## config.mk

```make
export PLATFORM = sky130hd
export DESIGN_NAME = mem_data_handler
export DESIGN_NICKNAME = d
export VERILOG_FILES = /design/src/rtl/mem_pkg.sv /design/src/rtl/mem_lane_align.sv /design/src/rtl/mem_data_handler.sv
export SDC_FILE = /design/constraint.sdc
export NUM_CORES = 1
export LEC_CHECK = 0
export CAP_MARGIN = 20
export CORE_MARGIN = 1
export CORE_UTILIZATION = 50
export CTS_CLUSTER_DIAMETER = 200
export DETAILED_ROUTE_END_ITERATION = 8
export PLACE_DENSITY = 0.81
export SYNTH_ARGS = -nofsm -noshare
export SYNTH_HDL_FRONTEND = slang
export SYNTH_HIERARCHICAL = 1
export SYNTH_SLANG_ARGS = --single-unit
```

## constraint.sdc

```tcl
create_clock -name clock -period 9.59 [get_ports clock]
set_clock_uncertainty 0.2 [all_clocks]
set_input_delay 1.918 -clock clock [delete_from_list [all_inputs] [get_ports clock]]
set_output_delay 1.918 -clock clock [all_outputs]
set_load 0.005 [all_outputs]
```

## src/rtl/mem_pkg.sv

```systemverilog
// mem_pkg: shared encodings for the data-memory access path.
//   size_e  : access width (byte / halfword / word / illegal)
//   op_e    : load or store
//   state_e : mem_data_handler FSM states
//   cmd_t   : command fields latched when a command is accepted
//   is_faulty() : illegal-size / misalignment check on the low address bits
package mem_pkg;

  localparam int unsigned DATA_W = 32;

  typedef enum logic [1:0] {
    SZ_BYTE = 2'b00,
    SZ_HALF = 2'b01,
    SZ_WORD = 2'b10,
    SZ_ILL  = 2'b11
  } size_e;

  typedef enum logic {
    OP_LOAD  = 1'b0,
    OP_STORE = 1'b1
  } op_e;

  typedef enum logic [2:0] {
    ST_IDLE  = 3'd0,
    ST_READ  = 3'd1,
    ST_MERGE = 3'd2,
    ST_WRITE = 3'd3,
    ST_DONE  = 3'd4
  } state_e;

  typedef struct packed {
    op_e               op;
    size_e             size;
    logic              sign;
    logic [1:0]        lane;
    logic [DATA_W-1:0] wdata;
  } cmd_t;

  // A command is faulty on an illegal size or a misaligned half/word address.
  function automatic logic is_faulty(input size_e size, input logic [1:0] lane);
    logic bad;
    case (size)
      SZ_BYTE: bad = 1'b0;
      SZ_HALF: bad = lane[0];
      SZ_WORD: bad = (lane != 2'b00);
      default: bad = 1'b1;
    endcase
    return bad;
  endfunction

endpackage

```

## src/rtl/mem_lane_align.sv

```systemverilog
// mem_lane_align: little-endian lane handling for one 32-bit memory word.
//   rdata_i        : word read from memory
//   wdata_i        : store data (byte/half taken from its low bits)
//   size_i         : access width
//   sign_i         : 1 = sign-extend sub-word loads, 0 = zero-extend
//   lane_i         : byte address bits [1:0]
//   load_ext_c_o   : extracted and extended load value (word passes through)
//   merge_word_c_o : rdata_i with the addressed lane replaced by wdata_i
module mem_lane_align
  import mem_pkg::*;
(
  input  logic [DATA_W-1:0] rdata_i,
  input  logic [DATA_W-1:0] wdata_i,
  input  size_e             size_i,
  input  logic              sign_i,
  input  logic [1:0]        lane_i,
  output logic [DATA_W-1:0] load_ext_c_o,
  output logic [DATA_W-1:0] merge_word_c_o
);

  logic [4:0]  byte_sh;
  logic [4:0]  half_sh;
  logic [7:0]  byte_v;
  logic [15:0] half_v;

  // Halfword lane is selected by addr[1] only.
  assign byte_sh = {lane_i, 3'b000};
  assign half_sh = {lane_i[1], 4'b0000};
  assign byte_v  = 8'(rdata_i >> byte_sh);
  assign half_v  = 16'(rdata_i >> half_sh);

  always_comb begin
    load_ext_c_o   = rdata_i;
    merge_word_c_o = wdata_i;
    case (size_i)
      SZ_BYTE: begin
        load_ext_c_o   = {{(DATA_W-8){sign_i & byte_v[7]}}, byte_v};
        merge_word_c_o = (rdata_i & ~(DATA_W'(32'h0000_00FF) << byte_sh))
                       | (DATA_W'(wdata_i[7:0]) << byte_sh);
      end
      SZ_HALF: begin
        load_ext_c_o   = {{(DATA_W-16){sign_i & half_v[15]}}, half_v};
        merge_word_c_o = (rdata_i & ~(DATA_W'(32'h0000_FFFF) << half_sh))
                       | (DATA_W'(wdata_i[15:0]) << half_sh);
      end
      default: ;
    endcase
  end

endmodule

```

## src/rtl/mem_data_handler.sv

```systemverilog
// mem_data_handler: executes one byte/half/word load or store per command
// against a word-addressed, variable-latency req/ack data memory.
//   clock, reset          : clock (rising edge), asynchronous active-high reset
//   start, op, size, sign : command strobe and attributes (sampled in IDLE)
//   addr, store_data      : byte address and data to store
//   load_data             : extended load result, held until the next good load
//   busy, done, error     : status; done is a one-cycle pulse, error valid with it
//   mem_req .. mem_wdata  : memory request channel (held stable until ack)
//   mem_rdata, mem_ack    : memory response
// Sub-word stores read the word, merge the lane and write it back. The merged
// word is formed from mem_rdata at the read ack, so the MERGE cycle already
// presents the write request; MERGE falls through to WRITE only if the write
// is not acknowledged immediately.
module mem_data_handler
  import mem_pkg::*;
#(
  parameter int unsigned ADDR_W  = 30,
  parameter int unsigned TIMEOUT = 255
) (
  input  logic              clock,
  input  logic              reset,
  input  logic              start,
  input  logic              op,
  input  logic [1:0]        size,
  input  logic              sign,
  input  logic [31:0]       addr,
  input  logic [31:0]       store_data,
  output logic [31:0]       load_data,
  output logic              busy,
  output logic              done,
  output logic              error,
  output logic              mem_req,
  output logic              mem_we,
  output logic [ADDR_W-1:0] mem_addr,
  output logic [31:0]       mem_wdata,
  input  logic [31:0]       mem_rdata,
  input  logic              mem_ack
);

  localparam int unsigned CNT_W = (TIMEOUT > 1) ? $clog2(TIMEOUT) : 1;
  localparam logic [CNT_W-1:0] TO_LAST = CNT_W'((TIMEOUT == 0) ? 0 : TIMEOUT - 1);

  state_e              state_q;
  cmd_t                cmd_q;
  logic [CNT_W-1:0]    cnt_q;
  logic [31:0]         load_data_q;
  logic                busy_q;
  logic                done_q;
  logic                error_q;
  logic                mem_req_q;
  logic                mem_we_q;
  logic [ADDR_W-1:0]   mem_addr_q;
  logic [31:0]         mem_wdata_q;

  logic [31:0]         load_ext_c;
  logic [31:0]         merge_word_c;
  logic                timeout_hit_c;
  logic                cmd_faulty_c;

  assign load_data = load_data_q;
  assign busy      = busy_q;
  assign done      = done_q;
  assign error     = error_q;
  assign mem_req   = mem_req_q;
  assign mem_we    = mem_we_q;
  assign mem_addr  = mem_addr_q;
  assign mem_wdata = mem_wdata_q;

  // Lane logic works directly on mem_rdata so the result is ready at the ack edge.
  mem_lane_align u_lane (
    .rdata_i        (mem_rdata),
    .wdata_i        (cmd_q.wdata),
    .size_i         (cmd_q.size),
    .sign_i         (cmd_q.sign),
    .lane_i         (cmd_q.lane),
    .load_ext_c_o   (load_ext_c),
    .merge_word_c_o (merge_word_c)
  );

  // Last wait cycle before abort; TIMEOUT = 0 never aborts.
  assign timeout_hit_c = (TIMEOUT != 0) && (cnt_q == TO_LAST);
  assign cmd_faulty_c  = is_faulty(size_e'(size), addr[1:0]);

  // FSM, handshake and timeout.
  always_ff @(posedge clock or posedge reset) begin
    if (reset) begin
      state_q     <= ST_IDLE;
      cmd_q       <= '0;
      cnt_q       <= '0;
      load_data_q <= '0;
      busy_q      <= 1'b0;
      done_q      <= 1'b0;
      error_q     <= 1'b0;
      mem_req_q   <= 1'b0;
      mem_we_q    <= 1'b0;
      mem_addr_q  <= '0;
      mem_wdata_q <= '0;
    end else begin
      case (state_q)
        ST_IDLE: begin
          if (start) begin
            cmd_q.op    <= op_e'(op);
            cmd_q.size  <= size_e'(size);
            cmd_q.sign  <= sign;
            cmd_q.lane  <= addr[1:0];
            cmd_q.wdata <= store_data;
            busy_q      <= 1'b1;
            cnt_q       <= '0;
            if (cmd_faulty_c) begin
              state_q <= ST_DONE;
              done_q  <= 1'b1;
              error_q <= 1'b1;
              if (op_e'(op) == OP_LOAD) load_data_q <= '0;
            end else if (op_e'(op) == OP_LOAD || size_e'(size) != SZ_WORD) begin
              state_q    <= ST_READ;
              mem_req_q  <= 1'b1;
              mem_we_q   <= 1'b0;
              mem_addr_q <= addr[ADDR_W+1:2];
            end else begin
              state_q     <= ST_WRITE;
              mem_req_q   <= 1'b1;
              mem_we_q    <= 1'b1;
              mem_addr_q  <= addr[ADDR_W+1:2];
              mem_wdata_q <= store_data;
            end
          end
        end

        ST_READ: begin
          if (mem_ack) begin
            cnt_q <= '0;
            if (cmd_q.op == OP_LOAD) begin
              state_q     <= ST_DONE;
              mem_req_q   <= 1'b0;
              done_q      <= 1'b1;
              error_q     <= 1'b0;
              load_data_q <= load_ext_c;
            end else begin
              // Request stays up and turns into the write of the merged word.
              state_q     <= ST_MERGE;
              mem_we_q    <= 1'b1;
              mem_wdata_q <= merge_word_c;
            end
          end else if (timeout_hit_c) begin
            state_q   <= ST_DONE;
            mem_req_q <= 1'b0;
            done_q    <= 1'b1;
            error_q   <= 1'b1;
            if (cmd_q.op == OP_LOAD) load_data_q <= '0;
          end else begin
            cnt_q <= cnt_q + CNT_W'(1);
          end
        end

        ST_MERGE, ST_WRITE: begin
          if (mem_ack) begin
            state_q   <= ST_DONE;
            mem_req_q <= 1'b0;
            mem_we_q  <= 1'b0;
            done_q    <= 1'b1;
            error_q   <= 1'b0;
          end else if (timeout_hit_c) begin
            state_q   <= ST_DONE;
            mem_req_q <= 1'b0;
            mem_we_q  <= 1'b0;
            done_q    <= 1'b1;
            error_q   <= 1'b1;
          end else begin
            state_q <= ST_WRITE;
            cnt_q   <= cnt_q + CNT_W'(1);
          end
        end

        ST_DONE: begin
          state_q <= ST_IDLE;
          done_q  <= 1'b0;
          error_q <= 1'b0;
          busy_q  <= 1'b0;
        end

        default: begin
          state_q   <= ST_IDLE;
          mem_req_q <= 1'b0;
          mem_we_q  <= 1'b0;
          done_q    <= 1'b0;
          error_q   <= 1'b0;
          busy_q    <= 1'b0;
        end
      endcase
    end
  end

endmodule

```

# Word-level counts from Yosys, hierarchy flattened
# Cells that the tools add are included.
# op_classes
addsub,1
n_eq_ne,21
shift,6
muxes,59
bitwise_logic,12
n_reduce_logical,19
# ops
operator,count
2-to-1 mux 32 bit,12
case mux 32 bit (2 select lines),4
AND 32 bit,2
NOT 32 bit,2
OR 32 bit,2
2-to-1 mux 8 bit,4
left shift 16 x 5 -> 32 bit,1
"left shift 16 x 5 -> 32 bit, first input constant",1
left shift 8 x 5 -> 32 bit,1
"left shift 8 x 5 -> 32 bit, first input constant",1
right shift 32 x 5 -> 16 bit,1
right shift 32 x 5 -> 8 bit,1
case mux 8 bit (3 select lines),1
2-to-1 mux 1 bit,23
2-to-1 mux 3 bit,7
"!= test 2 bit, second input constant",10
AND reduction 6 bit,3
"!= test 3 bit, second input constant",3
case mux 1 bit (3 select lines),3
case mux 3 bit (3 select lines),1
AND reduction 3 bit,3
"adder 8 x 1 -> 8 bit, second input constant",1
"equality test 8 bit, second input constant",1
case mux 1 bit (4 select lines),2
18 further kinds,28
# word_totals
register_bits,148
elab_cells,133

# Longest topological paths before layout
# Gate-level depths: netlist (run 1).
# depth
ltp_word,8
depth_mapped,8
ltp_nobuf,6

# By module
# The synthesis (run 1) kept the hierarchy.
# by_module_without_submodules
mod,n_inst,cells_per_inst,area_per_inst_um2,seq_area_each_um2
mem_data_handler,1,471,6653.9,3703.6
mem_lane_align,1,258,1707.9,0.0

# Least setup slack after synthesis (run 1)
# No wires, ideal clock.
# synth_timing
path_kind,input -> register
from,input size[0]
to,"register mem_wdata_q[0], in the netlist mem_wdata[0]"
setup_time_ns,0.125
arrival_ns,3.224
required_ns,9.265
setup_slack_ns,6.041
cell_stages,5
n_path_buf,1
path_cell_list,a21oi_1 > o211ai_1 > a21oi_2 > buf_4 > mux2_2
# synth_via
elab_chain_cells,4
word_cells_on_any_way,9
# synth_lines
element,line,text
from (decl),mem_data_handler.sv:24,"input logic [1:0] size,"
"equality test 2 bit, or another cell as far along",mem_pkg.sv:42,case (size)
case mux 1 bit (3 select lines) or logical OR 1 bit (tied branches),"mem_pkg.sv:42, mem_data_handler.sv:114",
!= test 2 bit (no source line),n/a,
AND reduction 6 bit (no source line) (*),n/a,
to (signal assigned),mem_data_handler.sv:124,mem_wdata_q <= store_data;
to (signal assigned),mem_data_handler.sv:142,mem_wdata_q <= merge_word_c;
to (decl),mem_data_handler.sv:53,logic [31:0] mem_wdata_q;
# Every way passes the cells marked *; elsewhere a longest branch is shown, timed or not.
# A chain may end at the register's enable or synchronous reset.

# Final worst setup path (run 1)
# layout_timing
from,input mem_rdata[15]
to,"register load_data_q[12], in the netlist load_data[12]"
# layout_via
elab_chain_cells,6
# layout_lines
element,line,text
from (decl),mem_data_handler.sv:36,"input logic [31:0] mem_rdata,"
right shift 32 x 5 -> 8 bit,mem_lane_align.sv:29,assign byte_v = 8'(rdata_i >> byte_sh);
AND 1 bit,mem_lane_align.sv:37,"load_ext_c_o = {{(DATA_W-8){sign_i & byte_v[7]}}, byte_v};"
case mux 32 bit (2 select lines),mem_lane_align.sv:35,case (size_i)
net load_ext_c[12],mem_data_handler.sv:55,logic [31:0] load_ext_c;
2-to-1 mux 32 bit,mem_data_handler.sv:132,if (cmd_q.op == OP_LOAD) begin
2-to-1 mux 32 bit,mem_data_handler.sv:130,if (mem_ack) begin
case mux 32 bit (2 select lines),mem_data_handler.sv:99,case (state_q)
to (signal assigned),mem_data_handler.sv:137,load_data_q <= load_ext_c;
to (decl),mem_data_handler.sv:46,logic [31:0] load_data_q;
# The timed path passes the listed nets, and every way through them passes these cells. The select of a mux whose other input is x is not followed.

==> results of run 1 <==
==> logic make-up after synthesis <==
group                      after synthesis
muxes                                  183
and+or+nand+nor                        171
AOI/OAI and AO/OA                      155
DFF                                    148
buffers and inverters                   70
adders and majority gates                2
==> metal layers <==
metal | up-vias | GRT usage | wire length [µm]
li1 | 3030 | - | -
met1 | 3231 | 0.372 | 10300
met2 | 324 | 0.404 | 10200
met3 | 36 | 0.0656 | 1710
met4 | 0 | 0.111 | 529
met5 | - | 0 | 0
==> cells in the final DEF (no fill, tap or decap), drive strengths merged, types with 5 or more instances in the layout <==
| cell type | count |
|---|---|
| a21boi | 8 |
| o211ai | 6 |
| nand2 | 36 |
| nor2 | 14 |
| nor3 | 6 |
| o22ai | 8 |
| or2 | 10 |
| o21ai | 13 |
| clkbuf | 19 |
| nand3b | 10 |
| mux2 | 173 |
| nor2b | 26 |
| a21oi | 42 |
| mux2i | 9 |
| o31ai | 11 |
| nand2b | 9 |
| inv | 15 |
| a31oi | 5 |
| o31a | 8 |
| a22oi | 11 |
| buf | 10 |
| dfrtp | 148 |
| o221ai | 11 |
| o21a | 5 |
| clkdlybuf4s50 | 202 |
| and3 | 42 |
| a221o | 6 |
==> worst max-delay path, stage by stage <==
cell and delay, ns:
clkdlybuf4s50_1 0.55, mux2_2 0.34, a2bb2oi_2 0.78, o221ai_1 0.27
and3_1 0.24, mux2_4 0.26
==> final cells by class <==
cell class                      instances  share of cell area
Timing Repair Buffer                  212               0.191
Clock inverter                         11              0.0116
Sequential cell                       148               0.336
Multi-Input combinational cell        511               0.393
Tap cell                              216              0.0245
Inverter                               12             0.00454
Clock buffer                           19              0.0402
==> how the worst min path moves through the flow <==
stage,cells past startpoint,to,slack [ns]
6_report,1,mem_addr[20]$_DFFE_PP0P_,0.29
4_1_cts,1,mem_addr[20]$_DFFE_PP0P_,0.29
3_5_place_dp,1,mem_addr[21]$_DFFE_PP0P_,0.28
2_1_floorplan,1,cmd_q[16]$_DFFE_PP0P_,0.27
5_1_grt,1,busy$_DFFE_PP0P_,0.31
3_3_place_gp,1,busy$_DFFE_PP0P_,0.27
==> power breakdown <==
part	switching (mW)	leakage (nW)	internal, mW
clock	0.270	0.272	0.389
combinational	0.682	2.57	0.900
sequential	0.219	1.85	0.881
total	1.17	4.70	2.17
==> registers in the layout (all words and copies together) (netlist names) <==
signal	flops
error	1
state_q	3
mem_wdata	32
busy	1
load_data	32
mem_addr	30
done	1
cnt_q	8
mem_req	1
mem_we	1
cmd_q	38
==> metrics.txt, run 1 <==
fillers 1209; Post-DRT Antenna Nets 0; most common cell in the netlist dfrtp_1; Slew Viols, Final 0; CTS max path bufs 2; row count 46; R2R Setup Slk 6.33 ns; drt via density 5.86; RSZ-0062 raised after global routing false; CTS Hold Bufs 0; Worst setup endpoint load_data[12]$_DFFE_PP0P_; peak supply drop 165 µV; Worst-path clk slew 0.06 ns; post-synthesis cell area 8360 µm²; outcome finished clean; Final Worst Setup Slack 5.33 ns; initial antenna violation count 0; crit path launch type input port; Final Power 3.34 mW; ant diodes 0; Post-Synth XOR/XNOR Area 0; IO buf count 202; drt wl/cell 20.1 µm; P_leak 4.70 nW; TritonCTS clock tree yes; Syn Area/Cell 11.5 µm²; post-CTS resize count 0; first-pass GRT wire length 36100 µm; io pins 203; Setup crit start mem_rdata[15]; synth warn 6; Main synth FF type dfrtp_1; WS Path Type in2reg; Seq/Total Area, Yosys 0.443; Final min period 4.26 ns; Compound-Gate Fraction of Synth Area 0.136; drt initial violations 619; max-cap violation count 0; Die X-Extent 131 µm; H-tree levels 4; Register Area 3700 µm²; Clock Latency Late Sink 0.43 ns; Synth cell types 65; crit-path max FO 24; core area 16100 µm²; Reg2Reg Capture Point load_data[12]$_DFFE_PP0P_; WP data required 9.70 ns; detailed placer's ending HPWL 15800 µm; Highest Clock Rate 235 MHz; P&R area growth vs syn 31.9%; top-area cell type share of the netlist area 0.443; Post-synth EDFFs 0; Seq cells post-synth 148; cell taking the most area after synthesis dfrtp_1; Num CTS Buffers 17; Power Dens Cells 303 nW/µm²; Synth Area in Adders 0.00299; Slew headroom 0.309; synth top area cells dfrtp_1 44%, mux2_2 19%, mux2_4 5.4%; gpl congestion 0.879; fin util 0.684; synthesized net count 835; Die Ht 131 µm; drt drc 0; Worst Tran Pin Value 1.04 ns; wirelength, routed 22700 µm; total number of vias 6621; placed cell areas 10500 µm²; layout cell share with drive strength beyond 1 0.254; cells on worst reg2reg path 5; simple-gate portion of the synthesized area 0.116; NumNets Final 1008; placed cell count 1099; Post-Synthesis Cells 729; Initial Util 0.519; Root Buffer clkbuf_16; setup TNS 0 ns; CP endpoint kind register; asr flop ratio synth 1.00; largest net degree at the start of global routing 85; setup slack after placement 4.99 ns; Total GRT Usage 0.269; gr ovfl total 0; hold crit path type reg2reg; Pre-antenna DRT Iters 6; largest family of logic cells by synthesized area multiplexers; die area 17200 µm²; Crit path arrival time 4.37 ns; Post-synth top cells 148 x dfrtp_1, 138 x mux2_2, 42 x and3_1; Hold Startpoint mem_addr[20]$_DFFE_PP0P_; post-synthesis mux area share 0.260; multi-input logic area 4330 µm²; post-layout instance count excluding filler cells 1129; Reg2Reg Launch Point cmd_q[32]$_DFFE_PP0P_; Post-CTS Setup Inserts 0; fin crit share 0.444; Setup Viol. Count Final 0; WHS 0.291 ns; vias in the first global route 6595; clock sinks 148; post-route cell area 11000 µm²; final hold vios 0
No activity file was read; power rests on OpenSTA's default activity.
==> run 2: changes to the inputs <==
==> constraint.sdc (replaced) <==
create_clock -name clock -period 4.4 [get_ports clock]
set_clock_uncertainty 0.2 [all_clocks]
set_input_delay 0.88 -clock clock [delete_from_list [all_inputs] [get_ports clock]]
set_output_delay 0.88 -clock clock [all_outputs]
set_load 0.005 [all_outputs]
==> metrics.txt, run 2 (synthesis results as in run 1) <==
outcome finished clean; largest net degree at the start of global routing 84 (-1.2%); WP data required 4.56 ns (-5.14 ns); Largest Register cmd_q; Worst Tran Pin Value 1.10 ns (+0.0696 ns); fillers 1185 (-2.0%); Int Power 4.71 mW (+120%); core area 16100 µm² (unchanged); Post-CTS Setup Inserts 0 (unchanged); switching portion of total power 0.355 (+0.00464); Pre-antenna DRT Iters 5 (-1); Post-DRT Antenna Nets 0 (unchanged); Root Buffer clkbuf_16; hold crit path type reg2reg; Slew Viols, Final 0 (unchanged); first-pass GRT wire length 36600 µm (+1.4%); CTS max path bufs 2 (unchanged); gr ovfl total 0 (unchanged); Slew headroom 0.263 (-0.0458); H-tree levels 4 (unchanged); most frequent cells in the layout 202 x clkdlybuf4s50_1, 147 x dfrtp_1, 138 x mux2_2; Total GRT Usage 0.274 (+0.00430); Worst-path clk slew 0.06 ns (about the same); setup slack after placement 1.03 ns (-3.96 ns); Crit path largest cell delay 1.07 ns (+0.29 ns); wirelength, routed 23200 µm (+1.9%); drt via density 5.87 (+0.15%); CTS Hold Bufs 0 (unchanged); Comb power frac 0.469 (-0.005); crit path launch type register; NumNets Final 1011 (+0.30%); drt drc 0 (unchanged); Crit path arrival time 3.22 ns (-1.15 ns); max-cap violation count 0 (unchanged); initial antenna violation count 2 (+2); final hold vios 0 (unchanged); Power Dens Cells 661 nW/µm² (+120%); commonest non-fill, non-tap cell in the layout clkdlybuf4s50_1; post-layout instance count excluding filler cells 1135 (+0.53%); crit-path max FO 32 (+33%); fin crit share 0.695; IO buf count 202 (unchanged); post-route cell area 11100 µm² (+0.31%); clock sinks 148 (unchanged); P_leak 4.72 nW (+0.54%); TritonCTS clock tree yes; vias in the first global route 6604 (+0.14%); P&R area growth vs syn 32.3%; Die Ht 131 µm (unchanged); Clock Latency Late Sink 0.43 ns (about the same); Die X-Extent 131 µm (unchanged); detailed placer's ending HPWL 16500 µm (+4.1%); io pins 203 (unchanged); slowest CP cell dfrtp_1; multi-input logic area 4330 µm² (unchanged); Setup Viol. Count Final 0 (unchanged); drt wl/cell 20.4 µm (+1.4%); die area 17200 µm² (unchanged); post-CTS resize count 0 (unchanged); sw power 2.60 mW (+120%); row count 46 (unchanged); WS Path Type reg2reg; Final Worst Setup Slack 1.34 ns (-3.99 ns); Reg power frac 0.338 (+0.009); critical path cell sequence nor2b_1 > and2_1 > a221o_1 > and3_1 > mux2_4; setup TNS 0 ns (unchanged); Clock Power Share 0.194 (-0.003); total number of vias 6666 (+0.68%); CP endpoint kind register; RSZ-0062 raised after global routing false; max reg flops 38 (unchanged); Register Area 3700 µm² (unchanged); drt initial violations 799 (+29%); layout cell share with drive strength beyond 1 0.258 (+0.00406); Initial Util 0.519 (unchanged); placed cell count 1102 (+0.27%); peak supply drop 352 µV (+110%); Final min period 3.06 ns; gpl congestion 0.879 (about the same); Highest Clock Rate 327 MHz; Num CTS Buffers 17 (unchanged); placed cell areas 10500 µm² (+0.25%)
## run 2: cell count changes in the layout (fill, tap and decap cells not counted), sizes merged
| cell | change |
|---|---|
| clkinv | +4 |
| buf | +3 |
| clkinvlp | -2 |
| bufinv | -1 |
| clkbuf | +1 |
| diode | +1 |
## run 2: area by class of cell
cell class | count | area share
Antenna cell | 1 | 0.000226
Clock buffer | 20 | 0.0413
Clock inverter | 12 | 0.0107
Inverter | 12 | 0.00441
Multi-Input combinational cell | 511 | 0.391
Sequential cell | 148 | 0.335
Tap cell | 216 | 0.0244
Timing Repair Buffer | 215 | 0.193
## run 2: worst paths after layout
check	startpoint	end	slack [ns]	cells after the start
min reg2reg	busy$_DFFE_PP0P_	busy$_DFFE_PP0P_	0.30	1
max reg2reg	cmd_q[33]$_DFFE_PP0P_	load_data[2]$_DFFE_PP0P_	1.34	5
max in group asynchronous	reset	mem_addr[19]$_DFFE_PP0P_	2.38	3
min	busy$_DFFE_PP0P_	busy$_DFFE_PP0P_	0.30	1
min in group asynchronous	reset	cmd_q[37]$_DFFE_PP0P_	0.73	2
max	cmd_q[33]$_DFFE_PP0P_	load_data[2]$_DFFE_PP0P_	1.34	5
## run 2: routing by layer
layer,wire [µm],part of all wire,track usage
met2,10400,0.45,0.405
met3,2110,0.091,0.0648
met5,13,0.00056,0
met4,710,0.031,0.120
met1,9980,0.43,0.382
## run 2: power by group through the flow
stage / sequential, mW / combinational [mW] / clock (mW)
finish: 2.47 / 3.43 / 1.41
global route: 2.55 / 3.67 / 1.49
CTS: 2.46 / 3.41 / 1.44
detailed placement: 2.47 / 3.38 / 0
global placement: 2.45 / 3.31 / 0
floorplan: 2.26 / 2.24 / 0
## run 2: worst max-delay path, delay by kind of cell, from the launching register on
| kind | cells | cell delay (ns) |
|---|---|---|
| multiplexers | 1 | 0.14 |
| flip-flops | 1 | 1.07 |
| AO/OA/AOI/OAI | 1 | 0.18 |
| AND/OR/NAND/NOR | 3 | 1.39 |
## run 2: metrics by stage
stage | hold WS [ns] | utilization | total power [mW]
finish | 0.301 | 0.686 | 7.31
detailed placement | 0.284 | 0.651 | 5.85
CTS | 0.302 | 0.686 | 7.31
floorplan | 0.272 | - | 4.49
global placement | 0.274 | 0.651 | 5.77
global route | 0.316 | 0.686 | 7.71
